`config.mk`:
```
export PLATFORM = sky130hd
export DESIGN_NAME = wps_cmd_scheduler
export DESIGN_NICKNAME = d
export VERILOG_FILES = /design/src/rtl/wps_cmd_scheduler.sv
export SDC_FILE = /design/constraint.sdc
export NUM_CORES = 1
export LEC_CHECK = 0
export ABC_CLOCK_PERIOD_IN_PS = 4900
export CAP_MARGIN = 20
export CORE_AREA = 4 4 272 274
export CTS_CLUSTER_DIAMETER = 60
export DETAILED_ROUTE_END_ITERATION = 10
export DIE_AREA = 0 0 276 278
export PLACE_DENSITY = 0.44
export SLEW_MARGIN = 0
export SYNTH_ARGS = -nofsm -noshare
export SYNTH_HDL_FRONTEND = slang
export SYNTH_SLANG_ARGS = --single-unit
export TNS_END_PERCENT = 1
```
`constraint.sdc`:
```
create_clock -name clk -period 4.9 [get_ports clk]
set_clock_uncertainty 0.05 [all_clocks]
set_input_delay 0.735 -clock clk [delete_from_list [all_inputs] [get_ports clk]]
set_output_delay 0.735 -clock clk [all_outputs]
set_load 0.01 [all_outputs]
```
`src/rtl/wps_cmd_scheduler.sv`:
```
// Round-robin command scheduler: polls descriptor slots, launches DDR3/on-chip fetch
// plus wps_send, and writes done/error status back to the descriptor.
`timescale 1ns/1ps
module wps_cmd_scheduler #(
  parameter int NUM_SLOTS      = 4,
  parameter int BASE_ADDR      = 0,
  parameter int ADDR_W         = 13,
  parameter int POLL_INTERVAL  = 256,
  parameter int TIMEOUT_CYCLES = 16777216
) (
  input  logic                clk,
  input  logic                rst_n,
  input  logic                abort_in,
  output logic [31:0]         usr_start_addr_out,
  output logic [31:0]         to_read_byte_out,
  output logic [31:0]         to_read_frame_num_out,
  output logic [31:0]         one_frame_byte_out,
  output logic                ddr3_read_start_out,
  output logic                onchip_mem_read_start_out,
  input  logic                ddr3_read_done_in,
  input  logic                onchip_mem_read_done_in,
  output logic                wps_send_start_out,
  output logic                busy_out,
  output logic [3:0]          active_slot_out,
  output logic                error_out,
  output logic                mem_cs,
  output logic                mem_rd,
  output logic                mem_wr,
  output logic [ADDR_W-1:0]   mem_addr,
  output logic [31:0]         mem_be,
  output logic [255:0]        mem_wdata,
  input  logic                mem_rd_valid,
  input  logic [255:0]        mem_rdata
);

  localparam logic [3:0]        LAST_SLOT = 4'(NUM_SLOTS - 1);
  localparam logic [31:0]       POLL_LAST = 32'(POLL_INTERVAL - 1);
  localparam logic [31:0]       WD_LAST   = 32'(TIMEOUT_CYCLES - 1);
  localparam logic              WD_EN     = (TIMEOUT_CYCLES != 0);
  localparam logic [ADDR_W-1:0] BASE      = ADDR_W'(BASE_ADDR);

  typedef enum logic [2:0] {
    ST_POLL_WAIT = 3'd0,
    ST_RD_REQ    = 3'd1,
    ST_RD_WAIT   = 3'd2,
    ST_ACK_WR    = 3'd3,
    ST_ISSUE     = 3'd4,
    ST_FETCH     = 3'd5,
    ST_UPDATE    = 3'd6
  } state_t;

  state_t      state_r, state_s;
  logic [3:0]  slot_r, slot_s, next_slot_s;
  logic [31:0] poll_cnt_r, poll_cnt_s;
  logic [31:0] wd_r, wd_s;
  logic [7:0]  status_r, status_s;
  logic        latch_s, done_sel_s;
  logic        src_r;
  logic [31:0] frames_r, bpf_r, total_r, saddr_r;
  logic [15:0] h_pix_r, v_line_r;
  logic        rd_req_s, ack_s, issue_s, upd_s;
  logic        unused_bits_s;

  // Geometry and flag bits are carried in the descriptor but not needed here.
  assign unused_bits_s = ^{mem_rdata[253:224], mem_rdata[63:0], h_pix_r, v_line_r};

  assign rd_req_s = (state_s == ST_RD_REQ);
  assign ack_s    = (state_s == ST_ACK_WR);
  assign issue_s  = (state_s == ST_ISSUE);
  assign upd_s    = (state_s == ST_UPDATE);

  // Next-state, slot, counter and status computation.
  always_comb begin
    next_slot_s = (slot_r == LAST_SLOT) ? 4'd0 : slot_r + 4'd1;
    done_sel_s  = src_r ? onchip_mem_read_done_in : ddr3_read_done_in;
    state_s     = state_r;
    slot_s      = slot_r;
    wd_s        = wd_r;
    status_s    = status_r;
    latch_s     = 1'b0;
    case (state_r)
      ST_POLL_WAIT: begin
        if (poll_cnt_r >= POLL_LAST) state_s = ST_RD_REQ;
        else                         state_s = ST_POLL_WAIT;
      end
      ST_RD_REQ: state_s = ST_RD_WAIT;
      ST_RD_WAIT: begin
        if (mem_rd_valid) begin
          if (mem_rdata[255]) begin
            latch_s = 1'b1;
            state_s = ST_ACK_WR;
          end else begin
            slot_s  = next_slot_s;
            state_s = ST_POLL_WAIT;
          end
        end else begin
          state_s = ST_RD_WAIT;
        end
      end
      ST_ACK_WR: state_s = ST_ISSUE;
      ST_ISSUE: begin
        wd_s    = 32'd0;
        state_s = ST_FETCH;
      end
      ST_FETCH: begin
        wd_s = wd_r + 32'd1;
        // Completion has priority over abort and watchdog expiry.
        if (done_sel_s) begin
          status_s = 8'h80;
          state_s  = ST_UPDATE;
        end else if (abort_in || (WD_EN && (wd_r >= WD_LAST))) begin
          status_s = 8'h40;
          state_s  = ST_UPDATE;
        end else begin
          state_s = ST_FETCH;
        end
      end
      ST_UPDATE: begin
        slot_s  = next_slot_s;
        state_s = ST_POLL_WAIT;
      end
      default: state_s = ST_POLL_WAIT;
    endcase
    if ((state_r == ST_POLL_WAIT) && (state_s == ST_POLL_WAIT)) poll_cnt_s = poll_cnt_r + 32'd1;
    else                                                        poll_cnt_s = 32'd0;
  end

  // Control state registers and latched descriptor fields.
  always_ff @(posedge clk) begin
    if (!rst_n) begin
      state_r    <= ST_POLL_WAIT;
      slot_r     <= 4'd0;
      poll_cnt_r <= 32'd0;
      wd_r       <= 32'd0;
      status_r   <= 8'h00;
      src_r      <= 1'b0;
      frames_r   <= 32'd0;
      bpf_r      <= 32'd0;
      total_r    <= 32'd0;
      saddr_r    <= 32'd0;
      h_pix_r    <= 16'd0;
      v_line_r   <= 16'd0;
    end else begin
      state_r    <= state_s;
      slot_r     <= slot_s;
      poll_cnt_r <= poll_cnt_s;
      wd_r       <= wd_s;
      status_r   <= status_s;
      if (latch_s) begin
        src_r    <= mem_rdata[254];
        frames_r <= mem_rdata[223:192];
        bpf_r    <= mem_rdata[191:160];
        h_pix_r  <= mem_rdata[159:144];
        v_line_r <= mem_rdata[143:128];
        total_r  <= mem_rdata[127:96];
        saddr_r  <= mem_rdata[95:64];
      end
    end
  end

  // Registered outputs decoded from the state being entered.
  always_ff @(posedge clk) begin
    if (!rst_n) begin
      mem_cs                    <= 1'b0;
      mem_rd                    <= 1'b0;
      mem_wr                    <= 1'b0;
      mem_addr                  <= '0;
      mem_be                    <= 32'd0;
      mem_wdata                 <= 256'd0;
      usr_start_addr_out        <= 32'd0;
      to_read_byte_out          <= 32'd0;
      to_read_frame_num_out     <= 32'd0;
      one_frame_byte_out        <= 32'd0;
      ddr3_read_start_out       <= 1'b0;
      onchip_mem_read_start_out <= 1'b0;
      wps_send_start_out        <= 1'b0;
      busy_out                  <= 1'b0;
      active_slot_out           <= 4'd0;
      error_out                 <= 1'b0;
    end else begin
      mem_cs <= rd_req_s | ack_s | upd_s;
      mem_rd <= rd_req_s;
      mem_wr <= ack_s | upd_s;
      if (rd_req_s | ack_s | upd_s) mem_addr <= BASE + ADDR_W'(slot_s);
      if (ack_s)      mem_be <= 32'h4000_0000;
      else if (upd_s) mem_be <= 32'hC000_0000;
      else            mem_be <= 32'd0;
      // ACK clears done/error (all-zero data); UPDATE clears start and posts status.
      if (upd_s) mem_wdata <= {8'h00, status_s, 240'd0};
      else       mem_wdata <= 256'd0;
      if (issue_s) begin
        usr_start_addr_out    <= saddr_r;
        to_read_byte_out      <= total_r;
        to_read_frame_num_out <= frames_r;
        one_frame_byte_out    <= bpf_r;
      end
      ddr3_read_start_out       <= issue_s & ~src_r;
      onchip_mem_read_start_out <= issue_s & src_r;
      wps_send_start_out        <= issue_s;
      busy_out        <= !((state_s == ST_POLL_WAIT) || (state_s == ST_RD_REQ) || (state_s == ST_RD_WAIT));
      active_slot_out <= slot_s;
      error_out       <= upd_s && (status_s == 8'h40);
    end
  end

endmodule

```
==> impl_metrics.yaml, run 1 <==
run_status:
  outcome: "complete, no violations"
final_layout:
  multi_input_area_mm2: 0.00608
  syn_to_final_growth_pct: 31.6
  final_cells: 3049
  final_nets: 2323
  regArea_mm2: 0.00699
  fillers: 7675
  drive_gt1_share_pct: 5.29
clocking:
  insertion_delay_ns: 0.57
  cts_resized: 0
  tritoncts: "done"
  cts_buffers: 50
  post_cts.repair.setup_buffers: 0
  root_buffer: "clkbuf_16"
  cts_hold_buf: 0
  cts.clk_slew.worst_paths_ns: 0.06
  clk_path_buf_depth: 3
  cts_sinks: 349
  cts.htree.levels: 2
placement:
  dpl.cell_count: 2956
  place.gp.congestion: 0.722
  post-dp-hpwl_um: 29100
  io_buffers: 289
sta:
  period_minus_slack_ns: 2.58
  maxSlewHeadroom_pct: 32.1
  fin_crit_sh_pct: 52.6
  worst_pin_slew_ns: 1.02
  hold_viol: 0
  rsz0062_at_grt: "no"
  slew_violations: 0
  fmax_mhz: 388
  setup_viol: 0
  tns_ns: 0
floorplan:
  ios: 703
  start_util_pct: 20.2
  row_count: 98
  die_area_mm2: 0.0767
  coreArea_mm2: 0.0714
  die_w_um: 276
  die_h_um: 278
yosys:
  synthXorXnorAreaFrac_pct: 0.425
  yosysMostFrequentCell: "nand2_1"
  synthTopCellsByArea: "dfxtp_1, buf_4, nand2_1"
  ys_warn_count: 0
  synth_top_area_cell: "dfxtp_1"
  syn_area_per_cell_um2: 8.14
  synth_seq_cells: 349
  synthArstFlopShare_pct: 0
  synth_commonest_cells: "nand2_1, dfxtp_1, buf_4"
  synth_compound_area_share_pct: 11.3
  synth.top_cell.area_share_pct: 48.4
  ys_types: 51
  netlist_area_mm2: 0.0144
  synthFlopType: "dfxtp_1"
  synth_cells: 1774
  synth_seq_area_share_pct: 48.4
  synth_mux_area_share_pct: 1.53
  synth-edff-count: 0
  synthAdderAreaFrac_pct: 0.260
  synth-simple-area-share_pct: 20.3
  synth_top_family_by_area: "simple AND/OR/NAND/NOR gates"
critical_path:
  cpPeakStageDelay_ns: 0.66
  cp_max_fo: 63
  start_kind: "flop"
  worstPathArrival_ns: 2.99
  path_cells: "nor2b_1 > nand4b_1 > buf_4 > o211ai_2 > mux2_1"
  crit_required_ns: 5.31
  reg2regPathDepth: 5
  worstSetupEndpointType: "flop"
  critPathSlowestCell: "buf_4"
  critPathKind: "flop to flop"
routing:
  finalWirelength_um: 43700
  final_antenna_net_count: 0
  drtPass1Iterations: 5
  drc: 0
  avgRoutedWirePerCell_um: 14.3
  vias_per_cell: 3.84
  vias: 11700
  drtIter0Drc: 550
min_path:
  min_path_type: "flop to flop"
  worstHoldPathCells: 2
global_routing:
  track_usage_pct: 10.8
  grt_max_degree: 158
  grt_pass1_vias: 11300
  grt_pass1_wl_um: 66600
  antenna_found_initial: 3
  globalRoute.totalOverflow: 0
power:
  total_power_mw: 7.03
  p_per_area_mw_per_mm2: 370
  cellLeakagePower_nw: 6.86
  peakVddDrop_mv: 0.223
job:
  cap_viol_max_count: 0
[flip-flops by register name (all words and copies together), names as in the netlist, 3 cells and up]
signal                 flops
active_slot_out            4
to_read_frame_num_out     32
wd_r                      32
saddr_r                   32
mem_wdata                  8
state_r                    3
mem_addr                   4
usr_start_addr_out        32
to_read_byte_out          32
frames_r                  32
bpf_r                     32
total_r                   32
poll_cnt_r                32
one_frame_byte_out        32
[per-layer routing]
| layer | GRT usage [%] | up-vias | part of all wire [%] |
|---|---|---|---|
| met5 | 0 | - | 0.030 |
| li1 | - | 5745 | - |
| met1 | 12.7 | 5492 | 42 |
| met3 | 2.85 | 81 | 6.6 |
| met4 | 3.74 | 2 | 2.7 |
| met2 | 18.9 | 377 | 49 |
[critical path, delay by kind of cell, from the launching register on]
kind            cells  cell delay, ns
mux                 1            0.40
flops               1            0.62
buf+inv             1            0.66
simple gates        2            0.38
compound gates      1            0.33
[path summary, 6_finish.rpt]
kind | start | endpoint | slack [ns]
setup / recovery | state_r[0] | mem_addr[3] | 2.32
hold / removal | frames_r[29] | to_read_frame_num_out[29] | 0.39
setup reg to reg | state_r[0] | mem_addr[3] | 2.32
hold reg to reg | frames_r[29] | to_read_frame_num_out[29] | 0.39
[cell families (layout without fill, tap and decap cells)]
family | count (synthesis) | after routing
simple gates | 691 | 691
compound gates | 312 | 312
buf+inv | 391 | 398
flops | 349 | 349
other cells | 1 | 319
mux | 20 | 20
fa+ha+maj | 3 | 3
xor+xnor | 7 | 7
[cell usage in the layout (no fill, tap or decap), drive strengths merged, types with 11 or more instances in the layout]
cell type	synthesis	routed
nand2	543	543
dfxtp	349	349
conb	1	317
clkdlybuf4s50	0	289
a21oi	281	281
clkbuf	78	66
nor2	44	44
nand3	25	25
mux2	16	16
inv	3	15
buf	309	14
nand4	13	13
nor4	13	13
and3	11	11
[final cells by class]
type,instances,area share [%]
diodes,2,0.0263
clock buffers,66,7.22
clock inverters,25,1.69
inverters,4,0.119
multi-input cells,1350,32.0
flip-flops and latches,349,36.8
well taps,950,6.26
repair buffers,303,15.9
[power breakdown]
| part | internal (mW) | switching, mW | total [mW] |
|---|---|---|---|
| combinational | 0.157 | 0.310 | 0.467 |
| sequential | 2.89 | 0.0272 | 2.91 |
| clock | 2.26 | 1.39 | 3.65 |
[per-stage QoR]
stage                     area (µm²)  hold WS, ns  setup WS [ns]  util (%)
after global routing           19000        0.399           2.09      26.6
after floorplan                15600        0.368           2.94         -
final                          19000        0.391           2.32      26.6
after detailed placement       17300        0.393           1.90      24.2
after global placement         17300        0.384           1.88      24.2
after CTS                      19000        0.381           2.19      26.6
Note: power is estimated with default switching activity, not from simulation.
==> run 2, diff against run 1 <==
--- a/config.mk
+++ b/config.mk
@@ -5,13 +5,13 @@
 export SDC_FILE = /design/constraint.sdc
 export NUM_CORES = 1
 export LEC_CHECK = 0
-export ABC_CLOCK_PERIOD_IN_PS = 4900
+export ABC_CLOCK_PERIOD_IN_PS = 2600
 export CAP_MARGIN = 20
-export CORE_AREA = 4 4 272 274
+export CORE_AREA = 4 4 273 275
 export CTS_CLUSTER_DIAMETER = 60
 export DETAILED_ROUTE_END_ITERATION = 10
-export DIE_AREA = 0 0 276 278
-export PLACE_DENSITY = 0.44
+export DIE_AREA = 0 0 277 279
+export PLACE_DENSITY = 0.43
 export SLEW_MARGIN = 0
 export SYNTH_ARGS = -nofsm -noshare
 export SYNTH_HDL_FRONTEND = slang
==> constraint.sdc (replaced) <==
create_clock -name clk -period 2.6 [get_ports clk]
set_clock_uncertainty 0.05 [all_clocks]
set_input_delay 0.39 -clock clk [delete_from_list [all_inputs] [get_ports clk]]
set_output_delay 0.39 -clock clk [all_outputs]
set_load 0.01 [all_outputs]
==> impl_metrics.yaml, run 2 (synthesis results as in run 1) <==
routing:
  vias: 11600
  finalWirelength_um: 42500
  met2_length_um: 20000
  drtPass1Iterations: 5
  vias_per_cell: 3.76
  wl_met1_um: 18300
  routed.top_layer: "met5"
  drtIter0Drc: 489
  final_antenna_net_count: 0
  avgRoutedWirePerCell_um: 13.8
  drc: 0
  routed-wl-met3_um: 3120
min_path:
  min_path_type: "input pin to flop"
floorplan:
  die_w_um: 277
  die_area_mm2: 0.0773
  coreArea_mm2: 0.0723
  start_util_pct: 20.0
  ios: 703
  row_count: 99
  die_h_um: 279
critical_path:
  critPathKind: "flop to flop"
  path_delay_family: "compound AO/OA/AOI/OAI gates"
  worstPathArrival_ns: 2.60
  path_cells: "ha_1 > nand3_4 > nor3_1 > a21oi_1 > buf_4 > o211ai_2 > mux2_1"
  worstSetupEndpointType: "flop"
  cp_max_fo: 6
  critPathSlowestCell: "dfxtp_1"
  cp.buffers_inverters: 1
  crit_required_ns: 3.01
  start_kind: "flop"
  cpPeakStageDelay_ns: 0.39
sta:
  worst_pin_slew_ns: 0.576
  fin_crit_sh_pct: 84.3
  period_minus_slack_ns: 2.19
  setup_viol: 0
  slew_violations: 0
  rsz0062_at_grt: "no"
  maxSlewHeadroom_pct: 61.5
  hold_viol: 0
  setup_slack_ns: 0.409
  tns_ns: 0
  fmax_mhz: 456
clocking:
  cts.htree.levels: 2
  cts_resized: 0
  cts.clk_slew.worst_paths_ns: 0.06
  insertion_delay_ns: 0.57
  clk_path_buf_depth: 3
  tritoncts: "done"
  cts_buffers: 49
  cts_hold_buf: 0
  cts_sinks: 349
  post_cts.repair.setup_buffers: 0
  root_buffer: "clkbuf_16"
global_routing:
  globalRoute.totalOverflow: 0
  grt_pass1_wl_um: 64100
  grt_max_degree: 71
  antenna_found_initial: 4
  track_usage_pct: 10.3
  grt_pass1_vias: 11000
power:
  peakVddDrop_mv: 0.439
  p_per_area_mw_per_mm2: 686
  cellLeakagePower_nw: 7.03
run_status:
  outcome: "complete, no violations"
final_layout:
  final_nets: 2343
  final_cell_mix: "nand2_1, dfxtp_1, conb_1"
  layout_commonest_cell: "nand2_1"
  finalInstanceArea_mm2: 0.0193
  syn_to_final_growth_pct: 33.7
  final_cells: 3080
  drive_gt1_share_pct: 6.52
placement:
  placed_area_mm2: 0.0176
  post-dp-hpwl_um: 29100
  dpl.cell_count: 2986
  dp_slack_ns: 0.269
  place.gp.congestion: 0.727
  io_buffers: 289
job:
  cap_viol_max_count: 0
## run 2: through the flow
stage	hold slack, ns	total power [mW]	util (%)
6_report	0.320	13.2	26.7
5_1_grt	0.284	13.8	26.7
4_1_cts	0.262	13.5	26.7
3_5_place_dp	0.392	6.52	24.3
3_3_place_gp	0.380	6.52	24.3
2_1_floorplan	0.368	6.40	-
## run 2: path summary, 6_finish.rpt
check	start	endpoint	slack, ns	cells past startpoint
worst max-delay path	wd_r[0]	mem_addr[2]	0.41	7
worst max register to register	wd_r[0]	mem_addr[2]	0.41	7
worst min register to register	frames_r[17]	to_read_frame_num_out[17]	0.40	2
worst min-delay path	mem_rdata[77]	saddr_r[13]	0.32	3
## run 2: layout make-up
class / count / area (µm²)
inverters: 4 / 22.5
clock inverters: 26 / 287
flip-flops and latches: 349 / 6990
diodes: 3 / 7.51
clock buffers: 65 / 1420
multi-input cells: 1350 / 6080
well taps: 959 / 1200
fillers: 7760 / 53000
repair buffers: 324 / 3310
## run 2: layer usage
metal | GRT usage, % | up-vias
met3 | 3.02 | 65
li1 | - | 5788
met2 | 17.0 | 343
met1 | 12.9 | 5372
met4 | 3.32 | 2
met5 | 0 | -
## run 2: worst min-delay path, delay by kind of cell
kind	cells	cell delay (ns)
buf+inv	1	0.40
compound gates	1	0.05
simple gates	1	0.05
## run 2: power by group
part / switching (mW) / internal, mW / leakage (nW)
Combinational: 0.585 / 0.332 / 3.36
Clock: 2.58 / 4.25 / 0.838
Sequential: 0.0504 / 5.44 / 2.82
